[src/rtl/code_lock_controller.sv]
// code_lock_controller
//   Four-colour code lock sequencer. An attempt starts when S is sampled high
//   in IDLE; four {R,G,B} codes are then captured on consecutive clocks while S
//   stays high, compared with the stored key, and a match holds the door
//   unlock U for OPEN_CYCLES clocks. Consecutive failures are counted and
//   MAX_FAILS of them force a LOCKOUT_CYCLES lockout.
//
//   Optional feature macro: CODE_KEY_PROG_EN
//     defined   : Prog high in OPEN enters PROG, the next four codes become the
//                 new key (kept until reset).
//     undefined : Prog is ignored and the key is fixed at DEFAULT_KEY.
//
// Ports
//   Clk      in   system clock, posedge
//   Rst      in   asynchronous active-low reset
//   S        in   start/hold, must stay high during entry
//   R,G,B    in   colour buttons, sampled together as code {R,G,B}
//   Prog     in   key programming request (only with CODE_KEY_PROG_EN)
//   U        out  door unlock, registered
//   Locked   out  lockout active, registered
//   FailCnt  out  consecutive failed attempts
//   State    out  FSM state encoding (debug)

module code_lock_controller #(
    parameter logic [11:0] DEFAULT_KEY    = 12'h88C,
    parameter int unsigned MAX_FAILS      = 3,
    parameter int unsigned OPEN_CYCLES    = 8,
    parameter int unsigned LOCKOUT_CYCLES = 16
) (
    input  logic       Clk,
    input  logic       Rst,
    input  logic       S,
    input  logic       R,
    input  logic       G,
    input  logic       B,
    input  logic       Prog,
    output logic       U,
    output logic       Locked,
    output logic [1:0] FailCnt,
    output logic [2:0] State
);

    typedef enum logic [2:0] {
        ST_IDLE    = 3'd0,
        ST_ENTRY   = 3'd1,
        ST_CHECK   = 3'd2,
        ST_OPEN    = 3'd3,
        ST_LOCKOUT = 3'd4,
        ST_PROG    = 3'd5
    } state_e;

    localparam logic [7:0] OPEN_LOAD = 8'(OPEN_CYCLES);
    localparam logic [7:0] LOCK_LOAD = 8'(LOCKOUT_CYCLES);
    localparam logic [2:0] FAIL_MAX3 = 3'(MAX_FAILS);
    localparam logic [1:0] FAIL_MAX2 = 2'(MAX_FAILS);

    state_e      state_q;
    logic        u_q;
    logic        locked_q;
    logic [1:0]  fail_q;
    logic [1:0]  idx_q;
    logic [11:0] cap_q;
    logic [7:0]  timer_q;

    logic [2:0]  code_d;
    logic [3:0]  base_d;
    logic [2:0]  fail_inc_d;

    assign code_d     = {R, G, B};
    // 3*idx as idx + 2*idx, kept at 4 bits to index the 12-bit capture register
    assign base_d     = {2'b00, idx_q} + {1'b0, idx_q, 1'b0};
    // one bit wider so MAX_FAILS == 3 compares without wrapping
    assign fail_inc_d = {1'b0, fail_q} + 3'd1;

`ifdef CODE_KEY_PROG_EN
    logic [11:0] key_q;
`else
    logic [11:0] key_q;
    logic        prog_unused;
    assign key_q       = DEFAULT_KEY;
    assign prog_unused = Prog;
`endif

    always_ff @(posedge Clk or negedge Rst) begin
        if (!Rst) begin
            state_q  <= ST_IDLE;
            u_q      <= 1'b0;
            locked_q <= 1'b0;
            fail_q   <= '0;
            idx_q    <= '0;
            cap_q    <= '0;
            timer_q  <= '0;
`ifdef CODE_KEY_PROG_EN
            key_q    <= DEFAULT_KEY;
`endif
        end else begin
            case (state_q)
                ST_IDLE: begin
                    if (S) begin
                        state_q <= ST_ENTRY;
                        idx_q   <= '0;
                    end
                end

                ST_ENTRY: begin
                    if (!S) begin
                        state_q <= ST_IDLE;
                    end else begin
                        cap_q[base_d +: 3] <= code_d;
                        idx_q              <= idx_q + 2'd1;
                        if (idx_q == 2'd3) begin
                            state_q <= ST_CHECK;
                        end
                    end
                end

                ST_CHECK: begin
                    if (cap_q == key_q) begin
                        state_q <= ST_OPEN;
                        u_q     <= 1'b1;
                        timer_q <= OPEN_LOAD;
                        fail_q  <= '0;
                    end else if (fail_inc_d == FAIL_MAX3) begin
                        state_q  <= ST_LOCKOUT;
                        locked_q <= 1'b1;
                        timer_q  <= LOCK_LOAD;
                        fail_q   <= FAIL_MAX2;
                    end else begin
                        state_q <= ST_IDLE;
                        fail_q  <= fail_inc_d[1:0];
                    end
                end

                ST_OPEN: begin
`ifdef CODE_KEY_PROG_EN
                    // programming request wins over timer expiry
                    if (Prog) begin
                        state_q <= ST_PROG;
                        u_q     <= 1'b0;
                        idx_q   <= '0;
                    end else
`endif
                    if (timer_q == 8'd1) begin
                        state_q <= ST_IDLE;
                        u_q     <= 1'b0;
                    end else begin
                        timer_q <= timer_q - 8'd1;
                    end
                end

                ST_LOCKOUT: begin
                    if (timer_q == 8'd1) begin
                        state_q  <= ST_IDLE;
                        locked_q <= 1'b0;
                        fail_q   <= '0;
                    end else begin
                        timer_q <= timer_q - 8'd1;
                    end
                end

`ifdef CODE_KEY_PROG_EN
                ST_PROG: begin
                    cap_q[base_d +: 3] <= code_d;
                    idx_q              <= idx_q + 2'd1;
                    if (idx_q == 2'd3) begin
                        // the 4th code is not yet in cap_q, splice it in directly
                        key_q   <= {code_d, cap_q[8:0]};
                        state_q <= ST_IDLE;
                    end
                end
`endif

                default: begin
                    state_q  <= ST_IDLE;
                    u_q      <= 1'b0;
                    locked_q <= 1'b0;
                end
            endcase
        end
    end

    assign U       = u_q;
    assign Locked  = locked_q;
    assign FailCnt = fail_q;
    assign State   = state_q;

endmodule

[config.mk]
export PLATFORM = sky130hd
export DESIGN_NAME = code_lock_controller
export DESIGN_NICKNAME = d
export VERILOG_FILES = /design/src/rtl/code_lock_controller.sv
export SDC_FILE = /design/constraint.sdc
export NUM_CORES = 1
export LEC_CHECK = 0
export CAP_MARGIN = 40
export CORE_AREA = 3 3 71 73
export CTS_CLUSTER_DIAMETER = 120
export DETAILED_ROUTE_END_ITERATION = 8
export DIE_AREA = 0 0 74 76
export SYNTH_ARGS = -nofsm -noshare
export SYNTH_HDL_FRONTEND = slang
export SYNTH_SLANG_ARGS = --single-unit
[constraint.sdc]
create_clock -name Clk -period 2.13 [get_ports Clk]
set_input_delay 0.426 -clock Clk [delete_from_list [all_inputs] [get_ports Clk]]
set_output_delay 0.426 -clock Clk [all_outputs]
set_load 0.1 [all_outputs]
==> metrics.md <==
| Metric | Value |
|---|---|
| Top-Level Pins | 14 |
| Crit path launch type | flip-flop |
| Synth area leader | dfrtp_1 |
| CTS Hold Bufs | 0 |
| Initial antenna violation count | 0 |
| Reg2reg path depth | 6 |
| Hold Startpoint | cap_q[10] |
| DRT Pass-1 Iters | 4 |
| Post-synth cell types | 55 |
| Port-buffer cells | 12 |
| Hold Crit Endpoint | cap_q[10] |
| Final RePlAce weighted congestion | 0.838 |
| Setup Viol. Count Final | 0 |
| CTS sink cnt | 29 |
| Worst reg-to-reg setup slack | 0.26 ns |
| Fin. max-slew vios | 0 |
| Post-synth top cells | 29 x dfrtp_1, 29 x nand2_1, 19 x o21ai_0, 10 x ha_1, 10 x inv_1 |
| Hold Path Class | flip-flop to flip-flop |
| Clk buf depth | 2 |
| Die area | 5620 µm² |
| First-pass GRT wire length | 6.87 mm |
| Layout Skew | 0.00493 ns |
| Crit path capture type | flip-flop |
| Top cell type's share of synthesized area | 39.6% |
| GRT Total Usage | 15.4% |
| Area Growth Syn to Fin | 16.3% |
| Max H-tree Level | 2 |
| RSZ-0062 raised after global routing | false |
| # DRC | 0 |
| Pwr Total | 3.49 mW |
| Data required, critical path | 2.32 ns |
| Syn Inst Count | 196 |
| Worst Slack Setup Final | 0.256 ns |
| N_diodes | 0 |
| Initial Util | 41.5% |
| Met3 WL | 151 µm |
| YS warnings | 0 |
| Power per Cell Area | 1640 nW/µm² |
| Worst Tran Pin Value | 0.562 ns |
| WL met2 | 1.78 mm |
| Final period utilization | 88.0% |
| Row cnt | 24 |
| Pleak | 0.926 nW |
| Seq/Total Area, Yosys | 39.6% |
| GRT overflow | 0 |
| Pre-CTS setup slack | 0.190 ns |
| DRT met1 WL | 1.93 mm |
| Clk root buf | clkbuf_8 |
| Clock buffer count from CTS | 5 |
| Clk slew on worst S/H paths | 0.06 ns |
| Max_cap viols | 0 |
| Rel. slew slack | 62.5% |
| Syn_nets | 213 |
| DR WL/cell | 14.8 µm |
| CTS tree | built |
| Via count | 1506 |
| Kind of critical path | flip-flop to flip-flop |
| Initial DRC count | 99 |
| Chip height | 76 µm |
| Outcome | complete, no violations |
| Final wirelength | 3.93 mm |
| Most used DFF post-synth | dfrtp_1 |
| Via-to-Cell Ratio | 5.66 |
| Hold Fails Final Rpt | 0 |
| Number of nets in the layout | 230 |
| Async SR Flop Fraction | 100% |
| DR top layer | met4 |
| Period minus WS final | 1.87 ns |
| Final hold slack | 0.484 ns |
| Synth Cell Area | 1830 µm² |
| Largest net degree at the start of global routing | 30 |
| Share of cells above drive strength 1 | 17.8% |
| FF-to-FF Start | idx_q[0] |
| Post-synth EDFFs | 0 |
| Core ar. | 4410 µm² |
| Fmax | 534 MHz |
| Clk_lat worst skew | 0.28 ns |
| Synth Register Bits | 29 |
| Detailed placer's ending HPWL | 2.95 mm |
| Maximum resistive drop on vdd | 1210 µV |
| Peak fanout along the critical path | 14 |
| Post-Syn Area per Cell | 9.35 µm² |
| Post-route ant nets | 0 |
| Synth area leaders | dfrtp_1 40%, ha_1 6.8%, nand2_1 5.9%, o21ai_0 5.2%, o31ai_1 2.5% |
| Cells on Worst Hold Path | 2 |
| Die X-Extent | 74 µm |
| Vias in the first global route | 1451 |
| CP Data Arrival Time | 2.07 ns |
| RR Endpoint | cap_q[9] |
## per-stage QoR
step           std cells  util [%]  TNS, ns  instance area (µm²)
6_report             266      48.3        0                 2130
2_1_floorplan        196         -  -0.0186                 1830
5_1_grt              266      48.3        0                 2130
3_5_place_dp         258      45.8        0                 2020
3_3_place_gp         258      45.8        0                 2020
4_1_cts              266      48.1        0                 2120
## flip-flops by register name, summed over array words and instances, names as in the netlist
register,flops
U,1
cap_q,12
timer_q,8
idx_q,2
State,3
FailCnt,2
Locked,1
## power by group
part	switching [mW]	internal, mW	leakage [nW]
Clock	0.210	0.292	0.0542
Sequential	0.213	0.723	0.384
Combinational	1.29	0.764	0.488
## routing by layer
metal  track usage, %  up-vias
met3             4.22        6
met2             22.6       25
li1                 -      750
met1             21.6      725
met5                0        -
met4             5.43        0
## how the worst max path moves through the flow
stage               startpoint    endpoint  slack [ns]  depth (start not counted)
floorplan             State[0]  timer_q[3]       -0.02                          5
detailed placement    idx_q[0]    cap_q[3]        0.19                          6
global route          idx_q[0]    cap_q[9]        0.05                          6
CTS                   idx_q[0]    cap_q[3]        0.18                          6
finish                idx_q[0]    cap_q[9]        0.26                          6
global placement      idx_q[0]    cap_q[7]        0.26                          6
## layout make-up
| cell class | count | area [µm²] |
|---|---|---|
| clock inverter | 1 | 5.00 |
| sequential | 29 | 728 |
| fill | 389 | 2280 |
| inverter | 10 | 37.5 |
| clock buffer | 7 | 96.3 |
| tap | 52 | 65.1 |
| timing repair buffer | 19 | 168 |
| multi-input combinational | 148 | 1030 |
## worst max-delay path: stages, from the launching register on
cell,delay (ns)
dfrtp_1,0.37
inv_1,0.14
ha_1,0.39
nor3b_1,0.26
a31oi_1,0.06
or4_1,0.41
o21ai_0,0.17
## layout by cell type (no fill, tap or decap), types with 2 or more instances in the layout
| cell type | synthesis | final |
|---|---|---|
| nor2b_1 | 2 | 2 |
| nor3_1 | 2 | 2 |
| or4_1 | 2 | 2 |
| mux2i_1 | 2 | 2 |
| or4b_1 | 2 | 2 |
| a31oi_1 | 2 | 2 |
| nor4b_1 | 2 | 2 |
| mux2_2 | 2 | 2 |
| nand2_1 | 29 | 29 |
| nand2b_1 | 5 | 5 |
| a21o_1 | 2 | 2 |
| inv_1 | 10 | 10 |
| o221ai_1 | 3 | 3 |
| clkdlybuf4s50_1 | 0 | 5 |
| ha_1 | 10 | 10 |
| a32o_1 | 2 | 2 |
| o31ai_1 | 6 | 6 |
| a21oi_1 | 6 | 6 |
| dfrtp_2 | 0 | 2 |
| nand3_1 | 7 | 7 |
| nand3b_1 | 2 | 2 |
| o21ai_0 | 19 | 19 |
| nor3b_1 | 2 | 2 |
| dfrtp_1 | 29 | 27 |
| o2bb2ai_1 | 2 | 2 |
| clkbuf_8 | 0 | 7 |
| buf_4 | 2 | 13 |
| nor2_1 | 8 | 8 |
## cell families after synthesis
group | Yosys count | synth area share [%]
AND/OR/NAND/NOR | 77 | 24.4
AO/OA/AOI/OAI | 55 | 21.4
flip-flops | 29 | 39.6
buffers and inverters | 19 | 4.44
adder cells (fa/ha/maj) | 10 | 6.83
multiplexers | 4 | 2.32
XOR/XNOR | 2 | 0.956
## timing repair
action,in CTS,in global routing
buffers inserted,0,0
endpoints found under the setup margin,0,2
gates resized for setup,0,1
(Power assumes the default switching activity.)
